`src/rtl/led_game_pkg.sv`:
```
// Shared constants and types for the LED game blocks.
//   LED_COUNT_DEF : default number of LEDs in the bank
//   LED_IDX_W     : width of an LED index
//   LFSR_W/MASK   : width and Galois feedback mask of the game LFSR
//   spawn_state_e : request-initiator FSM states
package led_game_pkg;

  localparam int unsigned LED_COUNT_DEF = 18;
  localparam int unsigned LED_IDX_W     = 5;
  localparam int unsigned LFSR_W        = 16;
  localparam logic [LFSR_W-1:0] LFSR_MASK = 16'hB400;

  typedef enum logic [1:0] {
    IDLE = 2'd0,
    WAIT = 2'd1,
    PICK = 2'd2
  } spawn_state_e;

endpackage

```
`src/rtl/lfsr16.sv`:
```
// Free-running 16-bit right-shifting Galois LFSR, advances every clock.
//   clk, rst_n : clock, async active-low reset (state returns to SEED)
//   state_o    : current LFSR state
module lfsr16
  import led_game_pkg::*;
#(
  parameter logic [LFSR_W-1:0] SEED = 16'hACE1
) (
  input  logic              clk,
  input  logic              rst_n,
  output logic [LFSR_W-1:0] state_o
);

  logic [LFSR_W-1:0] state_q;
  logic [LFSR_W-1:0] state_d;

  // Shift right; when a 1 falls out of bit 0, fold it back through the mask.
  always_comb begin
    state_d = {1'b0, state_q[LFSR_W-1:1]};
    if (state_q[0]) begin
      state_d = state_d ^ LFSR_MASK;
    end
  end

  always_ff @(posedge clk or negedge rst_n) begin
    if (!rst_n) begin
      state_q <= SEED;
    end else begin
      state_q <= state_d;
    end
  end

  assign state_o = state_q;

endmodule

```
`src/rtl/led_spawner.sv`:
```
// LED request initiator: every SPAWN_CYCLES picks a pseudo-random free LED
// and issues a one-cycle request to the LED timer bank.
//   clk, rst_n   : clock, async active-low reset
//   enable       : spawning runs while high
//   led_busy     : per-LED lit status from the timer bank
//   led_index    : index of the last issued request (held between requests)
//   led_request  : one-cycle request pulse, led_index valid alongside
//   skip         : one-cycle pulse when an attempt found no free LED
//   spawn_count  : saturating count of issued requests
module led_spawner
  import led_game_pkg::*;
#(
  parameter int unsigned       LED_COUNT    = LED_COUNT_DEF,
  parameter int unsigned       SPAWN_CYCLES = 20_000_000,
  parameter int unsigned       MAX_TRIES    = 8,
  parameter logic [LFSR_W-1:0] LFSR_SEED    = 16'hACE1
) (
  input  logic                 clk,
  input  logic                 rst_n,
  input  logic                 enable,
  input  logic [LED_COUNT-1:0] led_busy,
  output logic [LED_IDX_W-1:0] led_index,
  output logic                 led_request,
  output logic                 skip,
  output logic [15:0]          spawn_count
);

  localparam int unsigned CNT_W = (SPAWN_CYCLES > 1) ? $clog2(SPAWN_CYCLES) : 1;
  localparam int unsigned TRY_W = (MAX_TRIES > 1) ? $clog2(MAX_TRIES) : 1;
  localparam logic [CNT_W-1:0] CNT_RELOAD = CNT_W'(SPAWN_CYCLES - 1);
  localparam logic [TRY_W-1:0] TRY_LAST   = TRY_W'(MAX_TRIES - 1);

  logic [LFSR_W-1:0]    lfsr;
  logic                 lfsr_unused;
  logic [LED_IDX_W-1:0] cand;
  logic [31:0]          busy_ext;
  logic                 cand_valid;

  spawn_state_e         state_q, state_d;
  logic [CNT_W-1:0]     cnt_q, cnt_d;
  logic [TRY_W-1:0]     tries_q, tries_d;
  logic [LED_IDX_W-1:0] led_index_q, led_index_d;
  logic                 led_request_q, led_request_d;
  logic                 skip_q, skip_d;
  logic [15:0]          spawn_count_q, spawn_count_d;

  lfsr16 #(
    .SEED    (LFSR_SEED)
  ) u_lfsr (
    .clk     (clk),
    .rst_n   (rst_n),
    .state_o (lfsr)
  );

  // Only the low bits pick an LED; the rest only feed the LFSR itself.
  assign lfsr_unused = ^lfsr[LFSR_W-1:LED_IDX_W];
  assign cand        = lfsr[LED_IDX_W-1:0];

  // Zero-extend so out-of-range candidates never index past the bank.
  assign busy_ext   = 32'(led_busy);
  assign cand_valid = (32'(cand) < LED_COUNT) && !busy_ext[cand];

  // Next-state and output decode; pulses default low every cycle.
  always_comb begin
    state_d       = state_q;
    cnt_d         = cnt_q;
    tries_d       = tries_q;
    led_index_d   = led_index_q;
    led_request_d = 1'b0;
    skip_d        = 1'b0;
    spawn_count_d = spawn_count_q;

    if (!enable) begin
      // Dropping enable abandons any request or skip decided this cycle.
      state_d = IDLE;
      cnt_d   = '0;
      tries_d = '0;
    end else begin
      case (state_q)
        IDLE: begin
          state_d = WAIT;
          cnt_d   = CNT_RELOAD;
          tries_d = '0;
        end
        WAIT: begin
          if (cnt_q == '0) begin
            state_d = PICK;
            tries_d = '0;
          end else begin
            cnt_d = cnt_q - CNT_W'(1);
          end
        end
        PICK: begin
          if (cand_valid) begin
            led_index_d   = cand;
            led_request_d = 1'b1;
            spawn_count_d = (spawn_count_q == 16'hFFFF) ? spawn_count_q
                                                        : spawn_count_q + 16'd1;
            state_d       = WAIT;
            cnt_d         = CNT_RELOAD;
          end else if (tries_q == TRY_LAST) begin
            skip_d  = 1'b1;
            state_d = WAIT;
            cnt_d   = CNT_RELOAD;
          end else begin
            tries_d = tries_q + TRY_W'(1);
          end
        end
        default: begin
          state_d = IDLE;
          cnt_d   = '0;
          tries_d = '0;
        end
      endcase
    end
  end

  always_ff @(posedge clk or negedge rst_n) begin
    if (!rst_n) begin
      state_q       <= IDLE;
      cnt_q         <= '0;
      tries_q       <= '0;
      led_index_q   <= '0;
      led_request_q <= 1'b0;
      skip_q        <= 1'b0;
      spawn_count_q <= '0;
    end else begin
      state_q       <= state_d;
      cnt_q         <= cnt_d;
      tries_q       <= tries_d;
      led_index_q   <= led_index_d;
      led_request_q <= led_request_d;
      skip_q        <= skip_d;
      spawn_count_q <= spawn_count_d;
    end
  end

  assign led_index   = led_index_q;
  assign led_request = led_request_q;
  assign skip        = skip_q;
  assign spawn_count = spawn_count_q;

endmodule

```
`config.mk`:
```
export PLATFORM = sky130hd
export DESIGN_NAME = led_spawner
export DESIGN_NICKNAME = d
export VERILOG_FILES = /design/src/rtl/led_game_pkg.sv /design/src/rtl/lfsr16.sv /design/src/rtl/led_spawner.sv
export SDC_FILE = /design/constraint.sdc
export NUM_CORES = 1
export LEC_CHECK = 0
export ABC_AREA = 0
export ABC_CLOCK_PERIOD_IN_PS = 4100
export BUFFER_PORTS_ARGS = -buffer_cell sky130_fd_sc_hd__clkbuf_2
export CAP_MARGIN = 20
export CORE_MARGIN = 3
export CORE_UTILIZATION = 50
export CTS_CLUSTER_DIAMETER = 60
export DETAILED_ROUTE_END_ITERATION = 8
export PLACE_DENSITY_LB_ADDON = 0.15
export SLEW_MARGIN = 10
export SYNTH_ARGS = -nofsm -noshare
export SYNTH_HDL_FRONTEND = slang
export SYNTH_HIERARCHICAL = 1
export SYNTH_SLANG_ARGS = --single-unit
```
`constraint.sdc`:
```
create_clock -name clk -period 4.1 [get_ports clk]
set_clock_uncertainty 0.15 [all_clocks]
set_input_delay 0.41 -clock clk [delete_from_list [all_inputs] [get_ports clk]]
set_output_delay 0.41 -clock clk [all_outputs]
set_load 0.02 [all_outputs]
```
After elaboration in Yosys (flattened, before gate mapping)
Index checks and enable logic that the tools add are counted.

Latch bits: 0. Bits in registers: 69. Memories: 0. Output and inout port bits: 23. Input port bits: 21. Bits in writable memories: 0. ROM bits: 0. Word-level logic and storage cells: 58.

Multiply operators: 0. Divide/modulo/power cells: 0. Equality and inequality tests: 9. Shifts and indexed selects: 0. Multiplexer cells: 25. Reductions and logical operators: 9. Add/subtract/negate cells: 3. Bitwise operators: 2. Order comparisons: 2.

Operators with widths (count): 25-bit 2-to-1 mux (4); 25-bit one-hot mux with 3 select lines (1); 25-bit zero test (1); 25-bit by 1-bit subtractor with 25-bit output, second input constant (1); 16-bit by 1-bit adder with 16-bit output, second input constant (1); 16-bit == test, second input constant (1); 16-bit 2-to-1 mux (1); 3-bit 2-to-1 mux (4); 3-bit != test, second input constant (4); 1-bit 2-to-1 mux (8); 2-bit 2-to-1 mux (4); 5-bit by 6-bit less-than comparator with 1-bit output, second input constant (1); 2-bit one-hot mux with 3 select lines (1); 3-bit one-hot mux with 2 select lines (1); 3-bit AND reduction (2); 1-bit binary-select mux with 5-bit select (1); 5-bit less-than comparator, second input constant (1); 4-bit != test, second input constant (1); 3-bit NOT with 4-bit output (1); 2-bit AND reduction (2); 4-bit AND reduction (1); 3-bit by 1-bit adder with 3-bit output, second input constant (1); 3-bit == test, second input constant (1); 2-bit by 1-bit == test with 1-bit output, second input constant (1); other kinds (5) (5).

Logic depth before layout (Yosys ltp)
Gate-level depths: netlist of run 1.

Word-level depth: 7. Depth in mapped cells: 10.

Cells and area by module
The synthesis of run 1 kept the hierarchy.

Modules (own cells, without submodules): led_spawner (cells an instance 326, area each 2962.8 µm², instances 1, seq. area each 1326.3 µm²); lfsr16 (cells an instance 32, area each 534.3 µm², instances 1, seq. area each 410.4 µm²).

Worst setup path before layout of run 1
OpenSTA, ideal clock, no wires.

Path type: flip-flop to flip-flop. Start: register u_lfsr.state_q[0] (netlist: u_lfsr/state_o[0]). End: register spawn_count_q[10] (netlist: spawn_count[10]). Setup slack: 1.614 ns. Stages on the path, launching flop included: 10. Arrival: 2.185 ns. Library setup time: 0.151 ns. Path through: dfstp_2 -> buf_4 -> buf_6 -> mux2i_1 -> mux4_2 -> a22o_4 -> o21ai_4 -> inv_2 -> a31oi_1 -> a41oi_1.

Cells in the longest elaborated chain, start to end: 5. Elaborated cells between the ends (all ways): 6. Those cells by class: order compare (1); mux (2); reduce/logical (3).

RTL lines: start: declaration (RTL line lfsr16.sv:14) `logic [LFSR_W-1:0] state_q;`; start signal: assignment (RTL line lfsr16.sv:29) `state_q <= state_d;`; 1-bit binary-select mux with 5-bit select (RTL line led_spawner.sv:61) `assign cand_valid = (32'(cand) < LED_COUNT) && !busy_ext[cand];`; 1-bit 2-to-1 mux (not written as such) (RTL line led_spawner.sv:61); 1-bit zero test (RTL line led_spawner.sv:61); 1-bit logical AND (*) (RTL line led_spawner.sv:61); 4-bit AND reduction (no source line) (*); end signal: assignment (RTL line led_spawner.sv:134) `spawn_count_q <= spawn_count_d;`; end: declaration (RTL line led_spawner.sv:45) `logic [15:0] spawn_count_q, spawn_count_d;`.

Every way passes the cells marked *; elsewhere a longest branch is shown, timed or not. The select of a mux whose other input is x is not followed. A chain may end at the register's enable or synchronous reset.

Worst setup path after layout of run 1
Start: register u_lfsr.state_q[0] (netlist: u_lfsr/state_o[0]). End: register cnt_q[1].

Cells in the longest elaborated chain, start to end: 7. Elaborated cells between the ends (all ways): 10. Those cells by class: order compare (1); eq/ne (1); mux (5); reduce/logical (3).

RTL lines: 1-bit binary-select mux with 5-bit select (RTL line led_spawner.sv:61); 1-bit 2-to-1 mux (not written as such) (RTL line led_spawner.sv:61); 1-bit zero test (RTL line led_spawner.sv:61); 1-bit logical AND (*) (RTL line led_spawner.sv:61); 25-bit 2-to-1 mux (RTL line led_spawner.sv:94) `if (cand_valid) begin`; 25-bit one-hot mux with 3 select lines (RTL line led_spawner.sv:79) `case (state_q)`; 25-bit 2-to-1 mux (RTL line led_spawner.sv:73) `if (!enable) begin`; end signal: assignment (RTL line led_spawner.sv:129) `cnt_q <= cnt_d;`; end: declaration (RTL line led_spawner.sv:40) `logic [CNT_W-1:0] cnt_q, cnt_d;`.

Marked as above.

==> results of run 1 <==
[layer usage]
layer / GRT usage (%) / vias to the layer above / wire length (µm)
li1: - / 1340 / -
met1: 27.39 / 1342 / 3297
met2: 35.76 / 72 / 3732
met3: 5.806 / 8 / 314
met4: 6.319 / 0 / 65
met5: 0 / - / 0
[repair_timing]
| item | CTS | global route |
|---|---|---|
| setup endpoints to repair | 0 | 0 |
| hold endpoints to repair | 0 | 17 |
| hold buffers | 0 | 1 |
[worst reg2reg max path, cell delays in order, from the launching register on]
cell and delay (ns):
dfstp_2 0.75, mux2i_1 0.12, mux4_2 0.53, a22o_4 0.29
o21ai_2 0.68, nor2_1 0.14, a21oi_1 0.14
[power by group]
group / internal, W / switching, W
combinational: 0.0000646 / 0.000112
sequential: 0.000709 / 0.0000249
clock: 0.000296 / 0.000246
[through the flow]
| step | power, W | hold slack, ns | cell area (µm²) |
|---|---|---|---|
| global route | 0.001533 | 0.2103 | 3897 |
| CTS | 0.001466 | 0.1437 | 3867 |
| floorplan | 0.0008578 | -0.03559 | 3437 |
| finish | 0.001452 | 0.2054 | 3897 |
| detailed placement | 0.0009176 | 0.1884 | 3675 |
| global placement | 0.0009126 | 0.1830 | 3675 |
[worst max-delay path by stage]
stage / cells after the start / startpoint / slack [ns] / to
after floorplan: 9 / u_lfsr/state_o[0] / 1.61 / spawn_count[10]
after global placement: 5 / u_lfsr/state_o[0] / 1.29 / cnt_q[11]
after detailed placement: 5 / u_lfsr/state_o[0] / 1.20 / cnt_q[11]
after CTS: 5 / u_lfsr/state_o[0] / 1.19 / cnt_q[11]
after global routing: 6 / u_lfsr/state_o[0] / 1.03 / cnt_q[10]
final: 6 / u_lfsr/state_o[0] / 1.21 / cnt_q[1]
[layout make-up]
cell class / count / share of cell area [%]
sequential: 69 / 44.56
tap: 77 / 2.472
clock buffer: 12 / 3.724
multi-input combinational: 255 / 40.29
clock inverter: 4 / 1.220
timing repair buffer: 48 / 6.870
inverter: 9 / 0.8668
[flip-flops by register name, summed over array words and instances (netlist names)]
name	cells
state_q	2
tries_q	3
spawn_count	16
skip	1
u_lfsr/state_o	16
led_request	1
led_index	5
cnt_q	25
[placed cells by master (no fill, tap or decap), drive strengths merged, types with 3 or more instances in the layout]
| cell type | instances |
|---|---|
| a31oi | 15 |
| a22o | 3 |
| xor2 | 12 |
| or4 | 3 |
| nand3 | 11 |
| xnor2 | 5 |
| nand4 | 9 |
| clkbuf | 54 |
| dfrtp | 61 |
| ha | 5 |
| buf | 5 |
| mux2i | 9 |
| o31ai | 3 |
| or3 | 4 |
| nor2 | 39 |
| inv | 9 |
| dfstp | 8 |
| a21oi | 16 |
| nor3 | 14 |
| nand2 | 28 |
| nor4 | 4 |
| o21ai | 47 |
| and2 | 3 |
| o211ai | 3 |
| nor2b | 5 |
==> results.sh, run 1 <==
export IMPL_cp_num_buf_inv=0
export IMPL_critPathLaunchType="flop"
export IMPL_drcViolationCount=0
export IMPL_maxSlewHeadroom_pct=44.58
export IMPL_worst_slack_ns=1.215
export IMPL_place_congestion=0.8795
export IMPL_wl_mm=7.410
export IMPL_htreeDepth=3
export IMPL_seqCellArea_mm2=0.001737
export IMPL_synth_cell_area_mm2=0.003437
export IMPL_pre_cts_slack_ns=1.201
export IMPL_synth_fp_nets=376
export IMPL_vdd_drop_max_v=0.0002113
export IMPL_regToRegEndpoint="cnt_q[1]"
export IMPL_cp_max_fo=21
export IMPL_io_buffers=43
export IMPL_synthesis_instances=350
export IMPL_final_nets=418
export IMPL_power_density_mw_per_mm2=372.4
export IMPL_avgSynthCellArea_um2=9.820
export IMPL_multi_input_area_mm2=0.001570
export IMPL_required_ns=4.21
export IMPL_start_util_pct=52.92
export IMPL_hold_depth=0
export IMPL_end_kind="flop"
export IMPL_rrSetupSlack_ns=1.21
export IMPL_cts_resized=0
export IMPL_clk_pin_slew_worst_paths_ns=0.07
export IMPL_crit_type="reg2reg"
export IMPL_cts_tree="yes"
export IMPL_routed_via_density=5.827
export IMPL_ios=44
export IMPL_final_period_utilization_pct=70.38
export IMPL_tns_ns=0
export IMPL_grt_first_pass_wirelength_mm=13.08
export IMPL_wire_per_inst_um=15.63
export IMPL_cpMaxStageDelayCell="dfstp_2"
export IMPL_num_antenna_cells=0
export IMPL_row_count=29
export IMPL_hold_end="u_lfsr/state_o[8]"
export IMPL_cts_root_buf="clkbuf_8"
export IMPL_slew_violations=0
export IMPL_crit_chain="mux2i_1 -> mux4_2 -> a22o_4 -> o21ai_2 -> nor2_1 -> a21oi_1"
export IMPL_max_stage_delay_ns=0.75
export IMPL_clockBufferDepth=2
export IMPL_grt_pass1_vias=2788
export IMPL_area_growth_pct=13.40
export IMPL_fin_cells=474
export IMPL_reg2reg_depth=6
export IMPL_drt_iter0_markers=130
export IMPL_crit_family="compound AO/OA/AOI/OAI gates"
export IMPL_hold_violations=0
export IMPL_max_slew_worst_pin_slew_ns=0.8311
export IMPL_ant_nets=0
export IMPL_worstPathArrival_ns=2.99
export IMPL_rsz0062_at_grt="no"
export IMPL_core_mm2=0.006495
export IMPL_reg2reg_from="u_lfsr/state_o[0]"
export IMPL_insertion_delay_ns=0.34
export IMPL_vias=2762
export IMPL_total_leakage_power_nw=1.789
export IMPL_placed_cells=456
export IMPL_min_from="u_lfsr/state_o[9]"
export IMPL_status="completed"
export IMPL_fmax_mhz=346.6
export IMPL_setup_viol_count_final=0
export IMPL_cts_buffers=9
export IMPL_hp_class="reg2reg"
export IMPL_drive_above_1_share_pct=20.91
export IMPL_fin_crit_ns=2.885
export IMPL_cap_violations=0
export IMPL_antenna_found_initial=0
export IMPL_track_usage_pct=21.42
export IMPL_ys_warn_count=6
export IMPL_chipHeight_um=88.91
export IMPL_final_util_pct=60.01
export IMPL_drtPass1Iterations=4
export IMPL_dieArea_mm2=0.007905
export IMPL_dpl_hpwl_mm=5.086
export IMPL_overflow=0
export IMPL_cts_sinks=69
export IMPL_die_w_um=88.91
export IMPL_cts_setup_buffers=0
export IMPL_grt_start_max_net_pins=49
export IMPL_n_fill_cell=574
(Power assumes the default switching activity.)
==> inputs of run 2 (changes only) <==
--- a/config.mk
+++ b/config.mk
@@ -6,7 +6,7 @@
 export NUM_CORES = 1
 export LEC_CHECK = 0
 export ABC_AREA = 0
-export ABC_CLOCK_PERIOD_IN_PS = 4100
+export ABC_CLOCK_PERIOD_IN_PS = 3000
 export BUFFER_PORTS_ARGS = -buffer_cell sky130_fd_sc_hd__clkbuf_2
 export CAP_MARGIN = 20
 export CORE_MARGIN = 3
==> constraint.sdc (replaced) <==
create_clock -name clk -period 3 [get_ports clk]
set_clock_uncertainty 0.15 [all_clocks]
set_input_delay 0.3 -clock clk [delete_from_list [all_inputs] [get_ports clk]]
set_output_delay 0.3 -clock clk [all_outputs]
set_load 0.02 [all_outputs]
==> run 2 against run 1 <==
Largest power group unchanged. Clock-buffer cell count grew 2. Critical path type unchanged. Sequential power grew 36%. Utilization grew 0.15 points. Global-route usage grew 0.11 points. The flow now finishes with violations (negative hold slack). Flip-flop and latch count is the same. Combinational power grew 40%. Highest routed layer unchanged. Power grew 37%.
==> results.sh, run 2 (synthesized netlist as in run 1, its figures left out) <==
export IMPL_clockBufferDepth=2
export IMPL_wl_mm=7.409
export IMPL_crit_type="reg2reg"
export IMPL_p_clk_share_pct=37.0
export IMPL_required_ns=3.11
export IMPL_grt_pass1_vias=2802
export IMPL_whs_ns=-0.002170
export IMPL_violations="negative hold slack"
export IMPL_cts_buffers=9
export IMPL_routed_via_density=5.874
export IMPL_reg2reg_from="u_lfsr/state_o[0]"
export IMPL_vdd_drop_max_v=0.0002904
export IMPL_rrSetupSlack_ns=0.31
export IMPL_hp_class="in2async"
export IMPL_dpl_hpwl_mm=5.026
export IMPL_max_slew_worst_pin_slew_ns=0.8476
export IMPL_end_kind="flop"
export IMPL_hold_violations=1
export IMPL_seqPwrFrac_pct=50.6
export IMPL_final_util_pct=60.16
export IMPL_io_buffers=43
export IMPL_start_util_pct=52.92
export IMPL_area_growth_pct=13.69
export IMPL_intPower_w=0.001468
export IMPL_critPathLaunchType="flop"
export IMPL_startpoint="u_lfsr/state_o[0]"
export IMPL_cts_tree="yes"
export IMPL_htreeDepth=3
export IMPL_vias=2802
export IMPL_drtPass1Iterations=5
export IMPL_num_antenna_cells=0
export IMPL_comb_power_share_pct=12.4
export IMPL_slew_violations=0
export IMPL_final_nets=421
export IMPL_drcViolationCount=0
export IMPL_ant_nets=0
export IMPL_tns_ns=0
export IMPL_power_density_mw_per_mm2=507.4
export IMPL_maxSlewHeadroom_pct=43.49
export IMPL_regMostFlops="cnt_q"
export IMPL_placed_cell_area_mm2=0.003712
export IMPL_largest_reg_flops=25
export IMPL_status="finished, violations left"
export IMPL_place_congestion=0.8932
export IMPL_drt_iter0_markers=226
export IMPL_mostFrequentLayoutCell="dfrtp_1"
export IMPL_final_cell_area_mm2=0.003908
export IMPL_final_period_utilization_pct=89.80
export IMPL_row_count=29
export IMPL_reg2reg_depth=6
export IMPL_clk_pin_slew_worst_paths_ns=0.07
export IMPL_cp_common_cell="o21ai_1"
export IMPL_core_mm2=0.006495
export IMPL_worstPathArrival_ns=2.81
export IMPL_cpMaxStageDelayCell="dfstp_2"
export IMPL_chipHeight_um=88.91
export IMPL_max_stage_delay_ns=0.76
export IMPL_total_leakage_power_nw=1.799
export IMPL_track_usage_pct=21.53
export IMPL_cts_sinks=69
export IMPL_die_w_um=88.91
export IMPL_swShare_pct=25.95
export IMPL_fin_crit_ns=2.694
export IMPL_cts_setup_buffers=0
export IMPL_crit_chain="mux2i_1 -> mux4_2 -> a22o_4 -> o21ai_4 -> o21ai_1 -> o21ai_1"
export IMPL_p_sw_w=0.0005145
export IMPL_cap_violations=0
export IMPL_finalPower_w=0.001983
export IMPL_overflow=0
export IMPL_dieArea_mm2=0.007905
export IMPL_rsz0062_at_grt="no"
export IMPL_setup_viol_count_final=0
export IMPL_grt_first_pass_wirelength_mm=13.23
export IMPL_insertion_delay_ns=0.34
export IMPL_mostFrequentLayoutCells="dfrtp_1 (61), clkbuf_2 (42), o21ai_1 (41), nor2_1 (38), nand2_1 (28)"
export IMPL_grt_start_max_net_pins=70
export IMPL_cts_root_buf="clkbuf_8"
export IMPL_ios=44
export IMPL_wire_per_inst_um=15.53
export IMPL_fmax_mhz=371.2
export IMPL_drive_above_1_share_pct=21.25
export IMPL_cp_max_fo=21
export IMPL_antenna_found_initial=0
run 2: power by group through the flow:
| stage | combinational [W] | sequential [W] | clock [W] |
|---|---|---|---|
| final | 0.000246 | 0.00100 | 0.000734 |
| after global routing | 0.000285 | 0.00101 | 0.000791 |
| after CTS | 0.000247 | 0.00100 | 0.000751 |
| after detailed placement | 0.000246 | 0.00102 | 0 |
| after global placement | 0.000236 | 0.00102 | 0 |
| after floorplan | 0.000163 | 0.00101 | 0 |
run 2: path summary, 6_finish.rpt:
check                               endpoint
max                                cnt_q[10]
min                                 cnt_q[1]
max reg2reg                        cnt_q[10]
min reg2reg                u_lfsr/state_o[7]
max in group asynchronous       led_index[3]
min in group clk                  state_q[0]
run 2: worst max-delay path: cells and delay by family (launching register included):
kind | cells | cell delay (ns)
mux | 2 | 0.65
flops | 1 | 0.76
compound gates | 4 | 1.04
run 2: metal layers:
| metal | vias up | track usage [%] | part of all wire, % |
|---|---|---|---|
| met5 | - | 0 | 0 |
| met4 | 0 | 7.418 | 2.1 |
| met3 | 16 | 5.346 | 5.8 |
| met2 | 96 | 33.94 | 48 |
| met1 | 1345 | 29.15 | 44 |
| li1 | 1345 | - | - |
run 2: cell type report:
class,count,area (µm²)
inverter,9,33.78
sequential,69,1737
clock inverter,2,35.03
tap,77,96.34
clock buffer,14,152.6
fill,566,2587
multi-input combinational,255,1578
timing repair buffer,51,275.3
run 2: what timing repair did:
action | in CTS | in global routing
hold buffers | 0 | 0
resized for setup | 0 | 1
endpoints found under the setup margin | 0 | 13
run 2: metrics by stage:
stage / setup slack (ns) / instances
2_1_floorplan: 0.5138 / 350
3_3_place_gp: 0.1914 / 461
3_5_place_dp: 0.1180 / 461
4_1_cts: 0.1013 / 477
5_1_grt: 0.1346 / 477
6_report: 0.3059 / 477
==> inputs of run 3 (changes only) <==
--- a/config.mk
+++ b/config.mk
@@ -7,12 +7,14 @@
 export LEC_CHECK = 0
 export ABC_AREA = 0
 export ABC_CLOCK_PERIOD_IN_PS = 3000
-export BUFFER_PORTS_ARGS = -buffer_cell sky130_fd_sc_hd__clkbuf_2
 export CAP_MARGIN = 20
+export CELL_PAD_IN_SITES_DETAIL_PLACEMENT = 0
+export CELL_PAD_IN_SITES_GLOBAL_PLACEMENT = 1
 export CORE_MARGIN = 3
-export CORE_UTILIZATION = 50
+export CORE_UTILIZATION = 49
 export CTS_CLUSTER_DIAMETER = 60
 export DETAILED_ROUTE_END_ITERATION = 8
+export DONT_BUFFER_PORTS = 1
 export PLACE_DENSITY_LB_ADDON = 0.15
 export SLEW_MARGIN = 10
 export SYNTH_ARGS = -nofsm -noshare
==> run 3 against run 2 <==
The flow now finishes without violations. Worst setup slack got worse by 0.019 ns. Utilization fell by 2.0 points. Critical path depth rose by 1. Cell area fell by 2.3%. Global-route usage fell by 1.4 points. Die area rose by 1.9%. Fmax fell by 0.72%. Power rose by 9.8%. Clock-buffer cell count fell by 5. Non-clock buffer count fell by 40. Largest cell class unchanged. Highest routed layer unchanged.
==> results.sh, run 3 (synthesized netlist as in run 1, its figures left out) <==
export IMPL_drcViolationCount=0
export IMPL_mostFrequentLayoutCell="dfrtp_1"
export IMPL_area_growth_pct=11.07
export IMPL_regMostFlops="cnt_q"
export IMPL_power_density_mw_per_mm2=570.3
export IMPL_required_ns=3.06
export IMPL_cts_tree="yes"
export IMPL_whs_ns=0.1457
export IMPL_num_antenna_cells=0
export IMPL_status="completed"
export IMPL_drtPass1Iterations=4
export IMPL_multi_input_area_mm2=0.001578
export IMPL_cpMaxStageDelayCell="dfstp_2"
export IMPL_cp_num_buf_inv=1
export IMPL_seqPwrFrac_pct=46.1
export IMPL_crit_chain="mux2i_1 -> mux4_2 -> a22o_4 -> o21ai_4 -> inv_2 -> a31oi_1 -> a41oi_1"
export IMPL_core_mm2=0.006568
export IMPL_final_nets=381
export IMPL_row_count=29
export IMPL_io_buffers=0
export IMPL_dieArea_mm2=0.008055
export IMPL_start_util_pct=52.33
export IMPL_maxSlewHeadroom_pct=62.27
export IMPL_critPathLaunchType="flop"
export IMPL_final_period_utilization_pct=90.45
export IMPL_cts_root_buf="clkbuf_8"
export IMPL_cts_sinks=69
export IMPL_p_clk_share_pct=43.0
export IMPL_mostFrequentLayoutCells="dfrtp_1 (61), o21ai_1 (41), nor2_1 (38), nand2_1 (28), a21oi_1 (16)"
export IMPL_max_stage_delay_ns=0.76
export IMPL_htreeDepth=3
export IMPL_crit_type="reg2reg"
export IMPL_drt_iter0_markers=196
export IMPL_crit_family="compound AO/OA/AOI/OAI gates"
export IMPL_fin_crit_ns=2.714
export IMPL_insertion_delay_ns=0.35
export IMPL_vdd_drop_max_v=0.0002491
export IMPL_total_leakage_power_nw=1.660
export IMPL_track_usage_pct=20.17
export IMPL_chipHeight_um=89.75
export IMPL_drive_above_1_share_pct=13.06
export IMPL_die_w_um=89.75
export IMPL_wl_mm=7.662
export IMPL_hold_violations=0
export IMPL_grt_pass1_vias=2577
export IMPL_grt_first_pass_wirelength_mm=13.14
export IMPL_cts_buffers=9
export IMPL_end_kind="flop"
export IMPL_overflow=0
export IMPL_wire_per_inst_um=16.91
export IMPL_vias=2612
export IMPL_cp_max_fo=14
export IMPL_cap_violations=0
export IMPL_dpl_hpwl_mm=5.216
export IMPL_place_congestion=0.7732
export IMPL_clockBufferDepth=2
export IMPL_slew_violations=0
export IMPL_rsz0062_at_grt="no"
export IMPL_tns_ns=0
export IMPL_largest_reg_flops=25
export IMPL_intPower_w=0.001613
export IMPL_grt_start_max_net_pins=70
export IMPL_ios=44
export IMPL_setup_viol_count_final=0
export IMPL_n_fill_cell=584
export IMPL_hp_class="in2reg"
export IMPL_comb_power_share_pct=11.0
export IMPL_ant_nets=0
export IMPL_routed_via_density=5.766
export IMPL_swShare_pct=25.92
export IMPL_antenna_found_initial=0
export IMPL_clk_pin_slew_worst_paths_ns=0.08
export IMPL_max_slew_worst_pin_slew_ns=0.5646
export IMPL_seqCellArea_mm2=0.001737
export IMPL_worstPathArrival_ns=2.77
export IMPL_p_sw_w=0.0005643
export IMPL_fmax_mhz=368.5
## run 3: cell count changes in the layout (fill, tap and decap cells not counted)
cell / previous run / this run
bufinv_16: 1 / 3
clkbuf_1: 4 / 0
dlygate4sd3_1: 0 / 2
buf_2: 1 / 0
clkbuf_8: 10 / 9
buf_16: 0 / 1
clkbuf_2: 42 / 0
inv_6: 0 / 1
clkinv_4: 0 / 2
## run 3: cell type report
type / instances / area share, %
inverter: 9 / 0.8850
clock buffer: 9 / 3.245
sequential: 69 / 45.49
tap: 93 / 3.048
clock inverter: 7 / 3.179
timing repair buffer: 11 / 2.819
multi-input combinational: 255 / 41.33
## run 3: worst paths after layout
kind / start / endpoint / slack, ns / cells after the start
worst max-delay path: u_lfsr/state_o[0] / spawn_count[10] / 0.29 / 7
worst min-delay path: enable / led_index[4] / 0.15 / 3
worst max register to register: u_lfsr/state_o[0] / spawn_count[10] / 0.29 / 7
worst min register to register: u_lfsr/state_o[8] / u_lfsr/state_o[7] / 0.20 / 0
max in group asynchronous: rst_n / u_lfsr/state_o[15] / 2.04 / 2
min in group asynchronous: rst_n / cnt_q[23] / 0.34 / 2
## run 3: power by group through the flow
stage                     clock, W  combinational (W)  sequential (W)
after global routing       0.00100           0.000271         0.00101
after global placement           0           0.000210         0.00102
final                     0.000935           0.000239         0.00100
after floorplan                  0           0.000163         0.00101
after CTS                 0.000952           0.000238         0.00100
after detailed placement         0           0.000212         0.00102
## run 3: worst min-delay path, stage by stage
cell,delay (ns)
nor2b_1,0.12
nand2_1,0.11
o21ai_1,0.08
## run 3: timing repair
item,CTS,global route
gates resized for setup,0,1
endpoints found under the hold margin,70,0
hold buffers,3,0
setup endpoints to repair,0,13
buffers inserted,0,0
## run 3: per-stage QoR
stage / instance area, µm² / instances / setup WS, ns / util [%] / total power [W]
6_report: 3817 / 453 / 0.2864 / 58.13 / 0.002177
5_1_grt: 3817 / 453 / 0.1323 / 58.13 / 0.002281
4_1_cts: 3810 / 453 / 0.06370 / 58.01 / 0.002192
3_5_place_dp: 3517 / 434 / 0.08108 / 53.55 / 0.001232
3_3_place_gp: 3517 / 434 / 0.1549 / 53.55 / 0.001228
2_1_floorplan: 3437 / 350 / 0.5138 / - / 0.001172
## run 3: layer usage
| layer | up-vias | global-route usage [%] | part of all wire (%) |
|---|---|---|---|
| li1 | 1267 | - | - |
| met1 | 1252 | 28.24 | 46 |
| met2 | 82 | 29.76 | 46 |
| met3 | 11 | 5.593 | 6.7 |
| met4 | 0 | 8.046 | 1.7 |
| met5 | - | 0 | 0 |
